===== src/rtl/vram_data_port.sv =====
// VRAM data port: two auto-stepping address ports with prefetch latches,
// accessed through a small register window and bridged to a byte-wide memory bus.

module vram_addr_port (
  input  logic        clk,
  input  logic        rst_n,
  input  logic        wr_l,
  input  logic        wr_m,
  input  logic        wr_h,
  input  logic [7:0]  wrdata,
  input  logic        step_en,
  input  logic        latch_en,
  input  logic [7:0]  rddata,
  output logic [17:0] addr,
  output logic [3:0]  incr,
  output logic        decr,
  output logic [7:0]  latch
);
  logic [17:0] step;

  // incr n selects a power-of-two stride; the 18-bit add wraps naturally
  assign step = (incr == 4'd0) ? 18'd0 : (18'd1 << (incr - 4'd1));

  always_ff @(posedge clk or negedge rst_n) begin
    if (!rst_n) begin
      addr  <= '0;
      incr  <= '0;
      decr  <= 1'b0;
      latch <= '0;
    end else begin
      if (wr_l) addr[7:0]  <= wrdata;
      if (wr_m) addr[15:8] <= wrdata;
      if (wr_h) begin
        incr        <= wrdata[7:4];
        decr        <= wrdata[3];
        addr[17:16] <= wrdata[1:0];
      end
      if (step_en)  addr  <= decr ? addr - step : addr + step;
      if (latch_en) latch <= rddata;
    end
  end
endmodule

module vram_data_port (
  input  logic        clk,
  input  logic        rst_n,
  input  logic [2:0]  regs_addr,
  input  logic [7:0]  regs_wrdata,
  output logic [7:0]  regs_rddata,
  input  logic        regs_strobe,
  input  logic        regs_write,
  output logic [17:0] bus_addr,
  output logic [7:0]  bus_wrdata,
  output logic        bus_write,
  output logic        bus_strobe,
  input  logic        bus_ack,
  input  logic [7:0]  bus_rddata,
  output logic        busy
);
  localparam int NUM_PORTS = 2;

  typedef enum logic [1:0] {IDLE, WRITE, FETCH} state_t;
  typedef struct packed {
    logic [17:0] addr;
    logic [7:0]  wrdata;
    logic        write;
    logic        strobe;
  } bus_req_t;

  state_t   state, state_nxt;
  logic     port_q, port_nxt;
  logic [7:0] wdata_q, wdata_nxt;
  logic     addrsel, err, err_set;
  bus_req_t req;

  logic [NUM_PORTS-1:0][17:0] p_addr;
  logic [NUM_PORTS-1:0][3:0]  p_incr;
  logic [NUM_PORTS-1:0]       p_decr;
  logic [NUM_PORTS-1:0][7:0]  p_latch;
  logic [NUM_PORTS-1:0]       wr_l, wr_m, wr_h, step_en, latch_en;

  logic is_addr, is_data, is_ctrl, dp;
  assign is_addr = (regs_addr <= 3'd2);
  assign is_data = (regs_addr == 3'd3) || (regs_addr == 3'd4);
  assign is_ctrl = (regs_addr == 3'd5);
  assign dp      = regs_addr[2];

  generate
    for (genvar p = 0; p < NUM_PORTS; p++) begin : g_port
      vram_addr_port u_port (
        .clk      (clk),
        .rst_n    (rst_n),
        .wr_l     (wr_l[p]),
        .wr_m     (wr_m[p]),
        .wr_h     (wr_h[p]),
        .wrdata   (regs_wrdata),
        .step_en  (step_en[p]),
        .latch_en (latch_en[p]),
        .rddata   (bus_rddata),
        .addr     (p_addr[p]),
        .incr     (p_incr[p]),
        .decr     (p_decr[p]),
        .latch    (p_latch[p])
      );
    end
  endgenerate

  always_ff @(posedge clk or negedge rst_n) begin
    if (!rst_n) begin
      state   <= IDLE;
      port_q  <= 1'b0;
      wdata_q <= '0;
      addrsel <= 1'b0;
      err     <= 1'b0;
    end else begin
      state   <= state_nxt;
      port_q  <= port_nxt;
      wdata_q <= wdata_nxt;
      if (regs_strobe && regs_write && is_ctrl) begin
        addrsel <= regs_wrdata[0];
        if (regs_wrdata[7]) err <= 1'b0;
      end
      if (err_set) err <= 1'b1;
    end
  end

  always_comb begin
    state_nxt = state;
    port_nxt  = port_q;
    wdata_nxt = wdata_q;
    wr_l      = '0;
    wr_m      = '0;
    wr_h      = '0;
    step_en   = '0;
    latch_en  = '0;
    err_set   = 1'b0;
    case (state)
      IDLE: begin
        if (regs_strobe && is_addr && regs_write) begin
          case (regs_addr)
            3'd0:    wr_l[addrsel] = 1'b1;
            3'd1:    wr_m[addrsel] = 1'b1;
            default: wr_h[addrsel] = 1'b1;
          endcase
          state_nxt = FETCH;
          port_nxt  = addrsel;
        end else if (regs_strobe && is_data && !regs_write) begin
          step_en[dp] = 1'b1;
          state_nxt   = FETCH;
          port_nxt    = dp;
        end else if (regs_strobe && is_data && regs_write) begin
          state_nxt = WRITE;
          port_nxt  = dp;
          wdata_nxt = regs_wrdata;
        end
      end
      WRITE: begin
        if (bus_ack) begin
          step_en[port_q] = 1'b1;
          state_nxt       = FETCH;
        end
      end
      FETCH: begin
        if (bus_ack) begin
          latch_en[port_q] = 1'b1;
          state_nxt        = IDLE;
        end
      end
      default: state_nxt = IDLE;
    endcase
    // address/data window is locked while a bus operation is in flight
    if (state != IDLE && regs_strobe && (is_addr || is_data)) err_set = 1'b1;
  end

  always_comb begin
    regs_rddata = '0;
    case (regs_addr)
      3'd0:    regs_rddata = p_addr[addrsel][7:0];
      3'd1:    regs_rddata = p_addr[addrsel][15:8];
      3'd2:    regs_rddata = {p_incr[addrsel], p_decr[addrsel], 1'b0, p_addr[addrsel][17:16]};
      3'd3:    regs_rddata = p_latch[0];
      3'd4:    regs_rddata = p_latch[1];
      3'd5:    regs_rddata = {err, 6'b0, addrsel};
      default: regs_rddata = '0;
    endcase
  end

  // bus outputs depend only on state, so reset drops strobe without waiting for a clock
  always_comb begin
    req        = '0;
    req.strobe = (state != IDLE);
    req.write  = (state == WRITE);
    if (req.strobe) req.addr = p_addr[port_q];
    if (req.write)  req.wrdata = wdata_q;
  end

  assign bus_addr   = req.addr;
  assign bus_wrdata = req.wrdata;
  assign bus_write  = req.write;
  assign bus_strobe = req.strobe;
  assign busy       = (state != IDLE);
endmodule


===== config.mk =====
export PLATFORM = sky130hd
export DESIGN_NAME = vram_data_port
export DESIGN_NICKNAME = d
export VERILOG_FILES = /design/src/rtl/vram_data_port.sv
export SDC_FILE = /design/constraint.sdc
export NUM_CORES = 1
export LEC_CHECK = 0
export ABC_AREA = 1
export CAP_MARGIN = 10
export CORE_MARGIN = 2
export CORE_UTILIZATION = 30
export CTS_CLUSTER_SIZE = 28
export DETAILED_ROUTE_END_ITERATION = 12
export GPL_ROUTABILITY_DRIVEN = 1
export PLACE_DENSITY = 0.49
export RECOVER_POWER = 100
export REMOVE_ABC_BUFFERS = 1
export SLEW_MARGIN = 20
export SYNTH_ARGS = -nofsm -noshare
export SYNTH_HDL_FRONTEND = slang
export SYNTH_SLANG_ARGS = --single-unit

===== constraint.sdc =====
create_clock -name clk -period 5.8 [get_ports clk]
set_input_delay 1.16 -clock clk [delete_from_list [all_inputs] [get_ports clk]]
set_output_delay 1.16 -clock clk [all_outputs]
set_load 0.03 [all_outputs]

== Yosys cells after proc, flatten, opt, wreduce, memory -nomap -nowiden ==
Index checks and enable logic that the tools add are counted.

* Register bits after elaboration: 75
* Word-level logic and storage cells: 134

* Add/sub/neg operators: 6
* Order comparisons: 7
* Equality and inequality tests: 10
* Shifts and indexed selects: 2
* Mux-type cells: 56
* Bitwise operators: 2
* Reductions and logical operators: 34

{| class="wikitable"
|+ Operator list
! operator !! number
|-
| $mux 18 || 11
|-
| $pmux 8 s6 || 1
|-
| $mux 2 || 20
|-
| $mux 8 || 5
|-
| $add 18x18->18 || 2
|-
| $shl 1x4->18 const A || 2
|-
| $sub 18x18->18 || 2
|-
| $reduce_bool 2->1 || 9
|-
| $logic_and 1x1->1 || 12
|-
| $mux 1 || 12
|-
| $logic_not 4->1 || 2
|-
| $mux 4 || 2
|-
| $sub 4x1->4 const B || 2
|-
| $eq 3x2->1 const B || 2
|-
| $eq 3x3->1 const B || 2
|-
| $lt 1x2->1 const B || 3
|-
| $pmux 2 s3 || 1
|-
| $ne 4x4->1 const B || 1
|-
| $pmux 2 s2 || 1
|-
| $reduce_and 2->1 || 2
|-
| $reduce_and 4->1 || 1
|-
| $demux 1 s1 || 3
|-
| $eq 3x1->1 const B || 1
|-
| $ge 1x1->1 const B || 3
|-
| other kinds (13) || 15
|}

== Depth between registers and ports, before layout ==
* Word-level depth: 9
* Gate-level depth with buffers: 23

== By module ==
From an unflattened synthesis, not the netlist that was laid out.

* Cell total of the unflattened synthesis: 1104
* Area total of the unflattened synthesis: 7128.1 um^2

{| class="wikitable"
|+ Modules (own cells, without submodules)
! module !! instances !! cells an instance !! area an instance (um^2)
|-
| vram_addr_port || 2 || 403 || 2723.9
|-
| vram_data_port || 1 || 298 || 1680.4
|}

== Worst setup path after synthesis ==
Ideal clock, no wire load.

* Path type: input to output
* From: in regs_addr[2]
* To: out regs_rddata[7]
* Data arrival time: 2.285 ns
* Required time: 4.640 ns
* Setup slack: 2.355 ns
* Cell stages on the path: 7
* Path buffers: 1
* Cell sequence: buf_2 inv_2 nor3_1 nand2_1 o21ai_0 nor3b_1 nand4_1

* Word-level cells in the longest chain between the ends: 2
* Elaborated cells between the ends (all ways): 7

{| class="wikitable"
|+ RTL lines
! item !! line !! RTL
|-
| start, declared || 47 || <nowiki>input logic [2:0] regs_addr,</nowiki>
|-
| $eq 3x3->1 (tied with other cells) || 177 || <nowiki>case (regs_addr)</nowiki>
|-
| $pmux 8 s6 * || 177 ||
|-
| end, declared || 49 || <nowiki>output logic [7:0] regs_rddata,</nowiki>
|}

Every way passes the cells marked *; elsewhere a longest branch is shown, timed or not.

== Worst setup path in the final report ==
* From: in regs_addr[2]
* To: out regs_rddata[1]

The elaborated chain is that of the path after synthesis.

==> qor.txt <==
RUN STATUS
------------------------------------------------------------------------------------
Outcome                                                                 complete, but fails checks
Failing checks                                                          capacitance limit, slew limit

FLOORPLANNING
------------------------------------------------------------------------------------
Placeable core region                                                    22600 sq um
Die Area                                                                 24300 sq um
Horizontal die dimension                                                      156 um
Height of the die                                                             156 um
Initial core utilization                                                       30.6%
Num ports                                                                         61
Number of placement rows                                                          55

WORST SETUP PATH
------------------------------------------------------------------------------------
Depth of the worst register-to-register path                                       7
Worst Path Arrival                                                           3.86 ns
Startpoint of the worst setup timing path                               regs_addr[2]
Category of the worst setup path capture point                           output port
Slowest library cell on the worst path                                  sky130_fd_sc_hd__dlygate4sd3_1
FF-to-FF setup slack                                                         1.00 ns
Endpoint of the worst-slack reg-to-reg timing path                      g_port[1].u_port.addr[2]
Launching point of the worst reg2reg path                                   state[1]
Crit path max fanout                                                               8
Data required time of the critical path                                      4.64 ns
Series of cell instances along the critical path                        dlygate4sd3_1, inv_1, nor3_1, a221oi_1, nand4_1, dlygate4sd3_1
Crit path launch type                                                      input pin
Slowest stage delay, CP                                                      0.77 ns
Cell occurring most often along the worst timing path                   sky130_fd_sc_hd__dlygate4sd3_1
Category of the critical setup timing path                                 in -> out

STA
------------------------------------------------------------------------------------
Final setup violation count                                                        0
Final Slew Violations                                                             59
Setup Skew                                                                 0.0118 ns
Achievable frequency                                                         199 MHz
Worst slew margin relative to its limit                                       -57.8%
Unrepaired setup endpoints after global routing                                false
Sum of negative setup slack                                                     0 ns
Fraction of the cycle the final worst path needs                               86.6%
Actual slew at the worst max-slew pin                                        2.37 ns
Number of endpoints with negative hold slack in the final report                   0
Minimum period implied by the final worst setup slack                        5.02 ns

CLOCK TREE
------------------------------------------------------------------------------------
CTS root buffer                                                         sky130_fd_sc_hd__clkbuf_16
Number of buffers inserted for hold repair after clock tree synthesis              0
Worst-path clk slew                                                          0.07 ns
CTS buffer count                                                                   9
Clk_lat worst skew                                                           0.35 ns
Gates resized, CTS repair                                                          0
Max H-tree Level                                                                   3
Total clock sinks                                                                 75
Number of buffers on the longest clock path                                        2
Post-CTS repair timing setup buffer count                                          0
TritonCTS clock tree                                                           built

DETAILED ROUTING
------------------------------------------------------------------------------------
Final WL                                                                     26.1 mm
DRC violation count after routing                                                  0
Post-DRT Antenna Nets                                                              0
Count of TritonRoute iterations in the first routing pass                          5
Vias/cell                                                                       5.09
Starting DRT DRC Count                                                           526
Total number of vias                                                            7395
Average routed wire per standard cell                                        17.9 um

GLOBAL ROUTING
------------------------------------------------------------------------------------
Overall overflow remaining after global route                                      0
Initial antenna violation count                                                    0
Vias in the first global route                                                  7039
Wire length of the first global-routing pass                                 40.5 mm
Pin count of the biggest net entering global routing                              46
Global-route usage over all layers                                             21.9%

LOGIC SYNTHESIS
------------------------------------------------------------------------------------
Sequential share of the synthesized area                                       27.1%
Cells after synthesis                                                           1122
Count of unique library cells instantiated by Yosys                               40
Register bit total from synthesis                                                 75
Synthesized area                                                          6920 sq um
Avg Inst Size Synth                                                       6.17 sq um
Warnings, synthesis                                                                0

MIN PATH
------------------------------------------------------------------------------------
Path class of the lowest-slack min-delay path                             reg -> reg
Hold Startpoint                                                           wdata_q[6]
Cell depth of the worst min-delay path                                             2
Hold-critical path endpoint                                               wdata_q[6]

FINISH
------------------------------------------------------------------------------------
Post-route core utilization                                                    35.4%
Fraction of layout cells with a size suffix above 1                            3.34%
Area growth from synthesis to final layout                                     16.0%
Final nets                                                                      1225
Ant. Diodes                                                                        0

PLACEMENT
------------------------------------------------------------------------------------
RD Place Congestion                                                            0.905
Final HPWL DP                                                                21.0 mm
Input/output buffers                                                              60

RUN
------------------------------------------------------------------------------------
Count of maximum capacitance violations                                            2

-- routing by layer --
metal,GRT usage [%],vias to the layer above,routed length [um]
li1,-,3699,-
met1,30.2,3449,12100
met2,36.3,200,12300
met3,2.00,47,1020
met4,7.08,0,695
met5,0,-,0
-- worst max-delay path: cells and delay by family --
family / cells / cell delay, ns
buffers and inverters: 3 / 1.57
AND/OR/NAND/NOR: 2 / 0.89
AO/OA/AOI/OAI: 1 / 0.25
-- layout by cell type (no fill, tap or decap), types with 2 or more instances in the layout --
cell type | netlist | layout
sky130_fd_sc_hd__clkdlybuf4s50_1 | 0 | 21
sky130_fd_sc_hd__clkbuf_16 | 0 | 9
sky130_fd_sc_hd__nand3_1 | 72 | 72
sky130_fd_sc_hd__and2_1 | 2 | 2
sky130_fd_sc_hd__dfrtp_1 | 75 | 75
sky130_fd_sc_hd__nor2_1 | 100 | 105
sky130_fd_sc_hd__xor2_1 | 10 | 10
sky130_fd_sc_hd__o21ai_0 | 79 | 79
sky130_fd_sc_hd__ha_1 | 36 | 36
sky130_fd_sc_hd__nor3_1 | 11 | 12
sky130_fd_sc_hd__dlygate4sd3_1 | 0 | 38
sky130_fd_sc_hd__nor2_4 | 6 | 5
sky130_fd_sc_hd__a22oi_1 | 7 | 7
sky130_fd_sc_hd__xnor2_1 | 11 | 11
sky130_fd_sc_hd__bufinv_16 | 0 | 3
sky130_fd_sc_hd__o31ai_1 | 2 | 2
sky130_fd_sc_hd__o211ai_1 | 4 | 4
sky130_fd_sc_hd__nand3b_1 | 13 | 13
sky130_fd_sc_hd__inv_2 | 8 | 6
sky130_fd_sc_hd__a21oi_1 | 59 | 59
sky130_fd_sc_hd__clkinv_1 | 2 | 2
sky130_fd_sc_hd__a221oi_1 | 6 | 6
sky130_fd_sc_hd__nor2_2 | 6 | 2
sky130_fd_sc_hd__nand2_1 | 394 | 395
sky130_fd_sc_hd__clkbuf_1 | 16 | 2
sky130_fd_sc_hd__inv_1 | 137 | 139
sky130_fd_sc_hd__or2_2 | 7 | 7
sky130_fd_sc_hd__nand4_1 | 30 | 30
sky130_fd_sc_hd__fa_1 | 2 | 2
-- cell usage after synthesis, drive strengths merged --
cell type | n | area (sq um)
a22oi | 7 | 52.6
nor4 | 1 | 6.26
xnor2 | 11 | 96.3
o221a | 1 | 11.3
dfrtp | 75 | 1880
clkinv | 2 | 7.51
a211oi | 1 | 7.51
fa | 2 | 40.0
o21ai | 80 | 400
buf | 14 | 90.1
o211ai | 4 | 30.0
nand3b | 13 | 97.6
ha | 36 | 450
nand3 | 72 | 360
a21oi | 59 | 295
or2 | 7 | 43.8
o31ai | 2 | 15.0
nor3b | 1 | 7.51
nand2 | 396 | 1490
and2 | 2 | 12.5
a31o | 1 | 8.76
xor2 | 10 | 87.6
inv | 145 | 544
nand4 | 30 | 188
a221oi | 6 | 52.6
clkbuf | 17 | 65.1
nor3 | 12 | 65.1
a31oi | 1 | 6.26
nor2 | 112 | 480
o21a | 1 | 7.51
o22ai | 1 | 20.0
-- layout make-up --
class                           instances  area [sq um]
Inverter                              147           552
Timing Repair Buffer                   61           602
Clock buffer                           10           229
Multi-Input combinational cell        869          4300
Tap cell                              285           357
Sequential cell                        75          1880
Fill cell                            2543         14600
Clock inverter                          6           113
-- how the worst max path moves through the flow --
stage	end	slack, ns	depth (start not counted)
4_1_cts	regs_rddata[1]	0.97	6
2_1_floorplan	regs_rddata[7]	2.51	5
3_3_place_gp	regs_rddata[1]	0.98	6
5_1_grt	g_port[1].u_port.addr[12]	0.42	8
6_report	regs_rddata[1]	0.78	6
3_5_place_dp	regs_rddata[1]	0.98	6
-- through the flow --
stage                     setup slack, ns  instances  hold WS [ns]  area [sq um]
after CTS                           0.971       1453         0.493          8070
final                               0.775       1453         0.489          8020
after detailed placement            0.980       1437         0.477          7720
after global placement              0.982       1437         0.471          7720
after global routing                0.424       1453         0.507          8020
after floorplan                      2.51       1091         0.453          6760
-- cell families (layout without fill, tap and decap cells) --
group / count (synthesis) / after routing / synth area share, %
xor+xnor: 21 / 21 / 2.66
buf+inv: 178 / 224 / 10.2
compound gates: 164 / 164 / 13.1
fa+ha+maj: 38 / 38 / 7.09
simple gates: 646 / 646 / 39.8
flops: 75 / 75 / 27.1
-- flip-flops by register name (all words and copies together), names as in the netlist --
signal               flops
addrsel                  1
g_port.u_port.decr       2
err                      1
port_q                   1
g_port.u_port.incr       8
g_port.u_port.addr      36
g_port.u_port.latch     16
wdata_q                  8
state                    2
Power is left out: the tool's default activity adds up to more than one toggle a clock period on the data nets, which glitch-free logic cannot reach.
